**config.mk**
```make
export PLATFORM = sky130hd
export DESIGN_NAME = gba_eeprom_arb
export DESIGN_NICKNAME = d
export VERILOG_FILES = /design/src/rtl/gba_pkg.sv /design/src/rtl/gba_eeprom_seq.sv /design/src/rtl/gba_eeprom_arb.sv
export SDC_FILE = /design/constraint.sdc
export NUM_CORES = 1
export LEC_CHECK = 0
export ABC_AREA = 1
export CAP_MARGIN = 20
export CORE_MARGIN = 2
export CORE_UTILIZATION = 53
export DETAILED_ROUTE_END_ITERATION = 8
export GPL_TIMING_DRIVEN = 0
export MAX_ROUTING_LAYER = met4
export PLACE_DENSITY = 0.8
export SYNTH_ARGS = -nofsm -noshare
export SYNTH_HDL_FRONTEND = slang
export SYNTH_SLANG_ARGS = --single-unit
```
**constraint.sdc**
```tcl
create_clock -name clk -period 2.42 [get_ports clk]
set_input_delay 0.242 -clock clk [delete_from_list [all_inputs] [get_ports clk]]
set_output_delay 0.242 -clock clk [all_outputs]
set_load 0.01 [all_outputs]
```
**src/rtl/gba_pkg.sv**
```systemverilog
// GBA EEPROM arbiter shared types, address lengths and beat counts.
// Owner/tracker state enums plus command sizing helpers.
package gba_pkg;

  typedef enum logic {
    PASS = 1'b0,
    HOST = 1'b1
  } owner_e;

  typedef enum logic [1:0] {
    G_IDLE = 2'd0,
    G_CMD  = 2'd1,
    G_RD   = 2'd2
  } gstate_e;

  localparam int ADDR_S    = 6;
  localparam int ADDR_L    = 14;
  localparam int RD_BEATS  = 68;
  localparam int DATA_BITS = 64;
  localparam int CMD_BITS  = 3;

  // widest outgoing host stream: 2 cmd + 14 addr + 64 data + stop
  localparam int SR_W = 2 + ADDR_L + DATA_BITS + 1;

  function automatic logic [6:0] addr_len(input logic model);
    return model ? 7'(ADDR_L) : 7'(ADDR_S);
  endfunction

  // write beats in a command: 3+n for read, 67+n for write
  function automatic logic [6:0] cmd_beats(
    input logic model,
    input logic rd
  );
    return (rd ? 7'(CMD_BITS) : 7'(CMD_BITS + DATA_BITS))
         + addr_len(model);
  endfunction

endpackage

```
**src/rtl/gba_eeprom_seq.sv**
```systemverilog
// Host beat generator: serialises a read/write command, one beat per
// 1+BEAT_GAP cycles, and shifts read bits into rdata MSB-first.
module gba_eeprom_seq
  import gba_pkg::*;
#(
  parameter int BEAT_GAP = 1
) (
  input  logic        clk,
  input  logic        rst_n,
  input  logic        start,
  input  logic        we,
  input  logic        model,
  input  logic [13:0] addr,
  input  logic [63:0] wdata,
  input  logic        ee_dout,
  output logic        ee_valid,
  output logic        ee_write,
  output logic        ee_din,
  output logic        done,
  output logic        ack,
  output logic [63:0] rdata
);

  logic            run;
  logic [SR_W-1:0] sr;
  logic [SR_W-1:0] sr_init;
  logic [64:0]     payload;
  logic [6:0]      bidx;
  logic [6:0]      hdr;
  logic [6:0]      last;
  logic [1:0]      gcnt;
  logic            gap_end;
  logic            wr_beat;

  // stream is left-aligned so sr[MSB] is always the next bit
  always_comb begin
    payload = we ? {wdata, 1'b0} : '0;
    if (model) sr_init = {1'b1, ~we, addr, payload};
    else       sr_init = {1'b1, ~we, addr[5:0], payload, 8'b0};
  end

  assign gap_end  = run && (gcnt == 2'(BEAT_GAP));
  assign wr_beat  = bidx < hdr;
  assign done     = gap_end && (bidx == last);
  assign ee_valid = run && (gcnt == 2'd0);
  assign ee_write = wr_beat;
  assign ee_din   = sr[SR_W-1];

  always_ff @(posedge clk or negedge rst_n) begin
    if (!rst_n) begin
      run   <= 1'b0;
      sr    <= '0;
      bidx  <= '0;
      hdr   <= '0;
      last  <= '0;
      gcnt  <= '0;
      ack   <= 1'b0;
      rdata <= '0;
    end else begin
      ack <= done;
      if (start) begin
        run  <= 1'b1;
        sr   <= sr_init;
        bidx <= '0;
        gcnt <= '0;
        hdr  <= cmd_beats(model, ~we);
        last <= we ? cmd_beats(model, 1'b0) - 7'd1
                   : cmd_beats(model, 1'b1)
                     + 7'(RD_BEATS - 1);
      end else if (run) begin
        gcnt <= gap_end ? 2'd0 : gcnt + 2'd1;
        if (gap_end) begin
          if (bidx == last) begin
            run <= 1'b0;
          end else begin
            bidx <= bidx + 7'd1;
            sr   <= {sr[SR_W-2:0], 1'b0};
          end
        end
        // 68 samples pass through; the 4 leading junk bits fall off
        if (gcnt == 2'd1 && !wr_beat)
          rdata <= {rdata[62:0], ee_dout};
      end
    end
  end

endmodule

```
**src/rtl/gba_eeprom_arb.sv**
```systemverilog
// GBA save EEPROM port arbiter: game (bus_*) passthrough vs host block
// sequences (host_*), game framing tracker and dirty flag; ee_* to chip.
module gba_eeprom_arb
  import gba_pkg::*;
#(
  parameter int BEAT_GAP = 1
) (
  input  logic        clk,
  input  logic        rst_n,
  input  logic        model,
  input  logic        bus_valid,
  input  logic        bus_write,
  input  logic        bus_din,
  output logic        bus_ready,
  output logic        bus_dout,
  input  logic        host_req,
  input  logic        host_we,
  input  logic [13:0] host_addr,
  input  logic [63:0] host_wdata,
  output logic        host_ack,
  output logic [63:0] host_rdata,
  output logic        host_busy,
  output logic        ee_cs,
  output logic        ee_valid,
  output logic        ee_write,
  output logic        ee_din,
  input  logic        ee_ready,
  input  logic        ee_dout,
  output logic        dirty,
  input  logic        dirty_clr
);

  owner_e     owner;
  gstate_e    gst;
  logic [6:0] gcnt;
  logic [6:0] cnt_nx;
  logic       g_long;
  logic       g_rd;
  logic       acc;
  logic       start;
  logic       is_rd;
  logic       g_cmd_rd;
  logic       g_cmd_wr;
  logic       g_rd_end;
  logic       seq_valid;
  logic       seq_write;
  logic       seq_din;
  logic       seq_done;

  assign acc   = (owner == PASS) && bus_valid && ee_ready;
  // a pending game beat always beats the host to the port
  assign start = host_req && (owner == PASS)
              && (gst == G_IDLE) && !bus_valid;
  assign host_busy = (owner == HOST) || start;

  assign cnt_nx = gcnt + 7'd1;
  // second command bit decides read vs write
  assign is_rd  = (gcnt == 7'd1) ? bus_din : g_rd;

  assign g_cmd_rd = (gst == G_CMD) && acc && bus_write && is_rd
                 && (cnt_nx == cmd_beats(g_long, 1'b1));
  assign g_cmd_wr = (gst == G_CMD) && acc && bus_write && !is_rd
                 && (cnt_nx == cmd_beats(g_long, 1'b0));
  assign g_rd_end = (gst == G_RD) && acc && !bus_write
                 && (cnt_nx == 7'(RD_BEATS));

  gba_eeprom_seq #(
    .BEAT_GAP (BEAT_GAP)
  ) u_seq (
    .clk      (clk),
    .rst_n    (rst_n),
    .start    (start),
    .we       (host_we),
    .model    (model),
    .addr     (host_addr),
    .wdata    (host_wdata),
    .ee_dout  (ee_dout),
    .ee_valid (seq_valid),
    .ee_write (seq_write),
    .ee_din   (seq_din),
    .done     (seq_done),
    .ack      (host_ack),
    .rdata    (host_rdata)
  );

  always_comb begin
    ee_cs = 1'b1;
    if (owner == HOST) begin
      ee_valid  = seq_valid;
      ee_write  = seq_write;
      ee_din    = seq_din;
      bus_ready = 1'b0;
      bus_dout  = 1'b1;
    end else begin
      ee_valid  = bus_valid;
      ee_write  = bus_write;
      ee_din    = bus_din;
      bus_ready = ee_ready;
      bus_dout  = ee_dout;
    end
  end

  always_ff @(posedge clk or negedge rst_n) begin
    if (!rst_n) begin
      owner <= PASS;
    end else if (start) begin
      owner <= HOST;
    end else if (seq_done) begin
      owner <= PASS;
    end
  end

  always_ff @(posedge clk or negedge rst_n) begin
    if (!rst_n) begin
      gst    <= G_IDLE;
      gcnt   <= '0;
      g_long <= 1'b0;
      g_rd   <= 1'b0;
    end else begin
      unique case (gst)
        G_IDLE: begin
          if (acc && bus_write && bus_din) begin
            gst    <= G_CMD;
            gcnt   <= 7'd1;
            g_long <= model;
          end
        end
        G_CMD: begin
          if (acc && bus_write) begin
            if (gcnt == 7'd1) g_rd <= bus_din;
            if (g_cmd_rd) begin
              gst  <= G_RD;
              gcnt <= '0;
            end else if (g_cmd_wr) begin
              gst  <= G_IDLE;
              gcnt <= '0;
            end else begin
              gcnt <= cnt_nx;
            end
          end
        end
        G_RD: begin
          if (acc && !bus_write) begin
            if (g_rd_end) begin
              gst  <= G_IDLE;
              gcnt <= '0;
            end else begin
              gcnt <= cnt_nx;
            end
          end
        end
        default: begin
          gst  <= G_IDLE;
          gcnt <= '0;
        end
      endcase
    end
  end

  // a set wins over a same-cycle clear
  always_ff @(posedge clk or negedge rst_n) begin
    if (!rst_n) dirty <= 1'b0;
    else        dirty <= (dirty & ~dirty_clr) | g_cmd_wr;
  end

endmodule

```
**Word level (Yosys, flattened, before mapping)**

Index checks and enable logic that the tools add are counted.

- Input bits: 89
- Output and inout port bits: 73
- Register bits after elaboration: 183
- Logic and storage cells: 125

- $lt $le $gt $ge: 1
- Equal/unequal tests: 14
- Multiplexer cells: 43
- Bitwise logic cells: 6
- Reductions and logical operators: 37
- Add/sub/neg operators: 10

Operators with widths:

| cell | count |
|---|---|
| $mux 81 | 4 |
| $mux 7 | 12 |
| $mux 79 | 1 |
| $mux 65 | 1 |
| $eq 7x7->1 | 3 |
| $logic_and 1x1->1 | 21 |
| $pmux 7 s3 | 1 |
| $mux 2 | 9 |
| $add 2x7->7 const A | 2 |
| $add 7x1->7 const B | 2 |
| $mux 1 | 12 |
| $reduce_and 3->1 | 3 |
| $mux 4 | 2 |
| $add 7x4->7 const A | 1 |
| $add 7x7->7 | 1 |
| $add 7x7->7 const A | 1 |
| $add 7x7->7 const B | 1 |
| $eq 7x1->1 const B | 1 |
| $eq 7x7->1 const B | 1 |
| $lt 7x7->1 | 1 |
| $sub 7x1->7 const B | 1 |
| $ne 2x1->1 const B | 3 |
| $pmux 2 s3 | 1 |
| $reduce_bool 2->1 | 3 |
| other kinds (13) | 23 |

**Depth between registers and ports, before layout**

- Depth in word-level cells: 11
- Depth in mapped cells: 14
- Mapped depth without buffers: 14

**Modules after synthesis**

A second synthesis with hierarchy kept.

- Cells, all modules: 1,274
- Area, all modules: 9,435.3 µm²

By module, submodules not included:

| module | area each (µm²) | instances | cells an instance |
|---|---|---|---|
| gba_eeprom_seq | 8,424.3 | 1 | 1,127 |
| gba_eeprom_arb | 1,011.0 | 1 | 147 |

**Worst setup path after synthesis**

Ideal clock, no wire load.

- Kind: register to register
- From: register u_seq.bidx[6]
- To: register u_seq.rdata[17]
- Data arrival time: 1,654 ps
- Setup time: 73 ps
- Cell stages (with the launch flop): 9
- Slack: 693 ps
- Period minus slack after synthesis: 1,727 ps
- Path through: dfrtp_1 -> ha_1 -> inv_1 -> o311ai_2 -> nand3_2 -> buf_6 -> buf_6 -> buf_6 -> a21oi_2

- Word-level cells in the longest chain between the ends: 4

RTL lines:

| what | line | source |
|---|---|---|
| start: declaration | gba_eeprom_seq.sv:28 | `logic [6:0] bidx;` |
| start signal: assignment | gba_eeprom_seq.sv:76 | `bidx <= bidx + 7'd1;` |
| $lt 7x7->1 | gba_eeprom_seq.sv:43 | `assign wr_beat = bidx < hdr;` |
| $logic_not 1->1 | gba_eeprom_seq.sv:81 | `if (gcnt == 2'd1 && !wr_beat)` |
| $logic_and 1x1->1 | gba_eeprom_seq.sv:81 |  |
| $reduce_and 3->1 (no source line) | - |  |
| end signal: assignment | gba_eeprom_seq.sv:82 | `rdata <= {rdata[62:0], ee_dout};` |
| end: declaration | gba_eeprom_seq.sv:21 | `output logic [63:0] rdata` |

Every way passes these cells.
A chain may end at the register's enable or synchronous reset.

**Worst setup path in the final report**

- From: register u_seq.bidx[6]
- To: output port ee_write

- Word-level cells in the longest chain between the ends: 2

RTL lines:

| what | line | source |
|---|---|---|
| $lt 7x7->1 | gba_eeprom_seq.sv:43 |  |
| $mux 1 | gba_eeprom_arb.sv:88 | `if (owner == HOST) begin` |
| end: declaration | gba_eeprom_arb.sv:25 | `output logic ee_write,` |

Every way passes these cells.

==> metrics <==
I/O pins 162; power density over the cells around 530 nW/µm²; top-area cell type share of the netlist area 49.56%; Cell Int Power 4495 µW; sequential share of the synthesized area between 40% and 50%; number of synthesis warnings 0; Avg WL per Cell roughly 18 µm; met1 usage 40.15%; Skew-Pair Late Insertion Delay about 440 ps; ANT cells 0; clk sink count ~170; Tightest Pin Transition 706.2 ps; layout cells sized above 1 9.867%; Tmin final roughly 2300 ps; Syn Nets 1181; DR vias between 8000 and 9000; Synth area leaders dfrtp_1, nand2_1, o21ai_0; Slew Limit Fails 0; Critical Path End Type primary output; Worst Skew 8.916 ps; commonest cells after routing, fill and taps aside nand2_1, dfrtp_1, clkdlybuf4s50_1; status finished, final reports clean; Crit Path Class reg -> out; vias per std cell 5.713; path depth of the worst reg2reg path 8; Rows 46; Fin. Hold Viols 0; synthesized instance count 1083; WP data required 2180 ps; DRT Pass-1 Iters 7; CTS tree done; Inserted Clock Buffers 17; Post-Syn Area just under 9000 µm²; origin of the critical flop-to-flop path u_seq.bidx[4]; Worst-path clk slew 70 ps; final wirelength 26210 µm; Flop pwr share 48.8%; P_leak 0.005386 µW; normalized max-slew margin 52.92%; GR Util met2 49.83%; Min-Delay Path Class in -> async; synthesized flop and latch total 173; Clock Power Share 46.1%; most common cell after layout, fill and taps aside nand2_1; Mapped Avg Cell Area 8.065 µm²; maximum clock rate 436.9 MHz; RSZ-0062 raised after global routing false; fin crit share 94.58%; Top Usage Layer GRT met2; Die W 132.4 µm; Overall Global Routing Usage 31.34%; Switch Pwr 1432 µW; vias in the first global route 8308; die area 17520 µm²; DRC errors left 0; DP HPWL 18690 µm; r2r endpoint u_seq.sr[34]; worst hold margin roughly 280 ps; DRT iter0 DRCs between 700 and 800; final net count 1362; Die Height about 130 µm; Switching Fraction between 20% and 30%; Max Cap Viol 0; initial core utilization 54.59%; global route overflow 0; first-pass GRT wire length around 42000 µm; final setup fails 0; Synth cell types 38; global routing usage on met3 5.498%; Root Driver clkbuf_16; Critical Path AT approximately 2100 ps; worst-path maximum fanout 5; antenna viol nets, final 0; pre-CTS WS -161.2 ps; Buffers on Ports between 150 and 200; Comb power frac 5.1%; Area growth, synth to finish 28.55%; core area ~16000 µm²; largest area contributor in the netlist dfrtp_1; peak supply drop 0.0005141 V; reg2reg setup slack 260 ps; CTS H-tree lvls 4; PnR worst setup slack 131.1 ps; largest net degree at the start of global routing 125; initial antenna violation count 0; CP Launch Type flip-flop; Max Root-Sink Buffers 2; GPL Wtd Cong 0.9453
-- critical path, stage by stage, from the launching register on --
cell	delay, ps
dfrtp_1	440
ha_1	320
inv_1	100
nor2_1	50
nand4_1	100
o311ai_2	130
o21ai_1	170
dlygate4sd2_1	290
-- synthesized netlist by cell type, drive strengths merged --
cell type / count
nand2: 285
dfrtp: 173
o21ai: 152
inv: 115
nor2: 107
buf: 48
nand3: 46
a21oi: 42
o22ai: 27
clkbuf: 18
o221ai: 14
a22oi: 11
ha: 9
a31oi: 7
nand4: 7
o211ai: 6
nor3: 5
a41oi: 2
o21bai: 2
a21o: 1
and2: 1
conb: 1
o311ai: 1
o31ai: 1
or2: 1
xor2: 1
-- worst max path at each step --
| stage | start | slack [ps] | end | depth (start not counted) |
|---|---|---|---|---|
| final | u_seq.bidx[6] | 130 | ee_write | 7 |
| after global routing | u_seq.bidx[6] | 40 | ee_write | 7 |
| after CTS | u_seq.bidx[6] | 140 | ee_write | 7 |
| after detailed placement | bus_valid | -160 | host_busy | 8 |
| after global placement | rst_n | -6040 | u_seq.sr[38] | 1 |
| after floorplan | u_seq.bidx[6] | 690 | u_seq.rdata[17] | 8 |
-- timing repair --
action                                 CTS  global route
resized for setup                        6             0
endpoints found under the hold margin   49             0
hold buffers                             1             0
setup endpoints to repair                2             0
setup buffers                            1             0
-- sequential cells by signal, indices dropped and copies added, names as in the netlist --
register / count
owner: 1
u_seq.gcnt: 2
u_seq.rdata: 64
u_seq.bidx: 7
gcnt: 7
u_seq.ack: 1
u_seq.sr: 80
dirty: 1
g_long: 1
u_seq.run: 1
u_seq.hdr: 2
u_seq.last: 3
g_rd: 1
gst: 2
-- through the flow --
| step | power (µW) | cells | util (%) | cell area, µm² | TNS [ps] |
|---|---|---|---|---|---|
| 2_1_floorplan | 2999 | 1083 | - | 8735 | 0 |
| 4_1_cts | 5928 | 1493 | 70.18 | 11230 | 0 |
| 5_1_grt | 6084 | 1493 | 70.18 | 11230 | 0 |
| 3_5_place_dp | 3246 | 1459 | 66.43 | 10630 | -161.2 |
| 6_report | 5926 | 1493 | 70.18 | 11230 | 0 |
| 3_3_place_gp | 3242 | 1458 | 66.23 | 10600 | -1042650 |
-- cells by family (layout without fill, tap and decap cells) --
group | after synthesis | after routing | share of synthesized area (%)
buffers and inverters | 181 | 375 | 9.827
xor gates and xnor gates | 1 | 1 | 0.1003
and+or+nand+nor | 452 | 452 | 21.17
AOI/OAI and AO/OA | 266 | 266 | 18.01
adders and majority gates | 9 | 9 | 1.289
DFF | 173 | 173 | 49.56
other | 1 | 1 | 0.04293
-- power by group through the flow --
stage	Clock (µW)	Combinational, µW	Sequential (µW)
final	2730	304	2890
after global routing	2870	329	2890
after CTS	2730	304	2890
after detailed placement	0	301	2950
after global placement	0	294	2950
after floorplan	0	53.1	2950
-- layout make-up --
type                       instances  area (µm²)
buffer                            66       427.9
clock inverter                    14       145.1
inverter                         115       434.2
clock buffer                      18       429.2
sequential                       173        4330
fill                            1317        4772
multi-input combinational        729        3552
timing repair buffer             162        1639
tap                              216       270.3
-- metal layers --
| layer | vias up | wire, µm |
|---|---|---|
| met5 | - | 0 |
| met4 | 0 | 907 |
| met3 | 81 | 2341 |
| met2 | 525 | 12300 |
| met1 | 4014 | 10660 |
| li1 | 3910 | - |
Note: power is estimated with default switching activity, not from simulation.
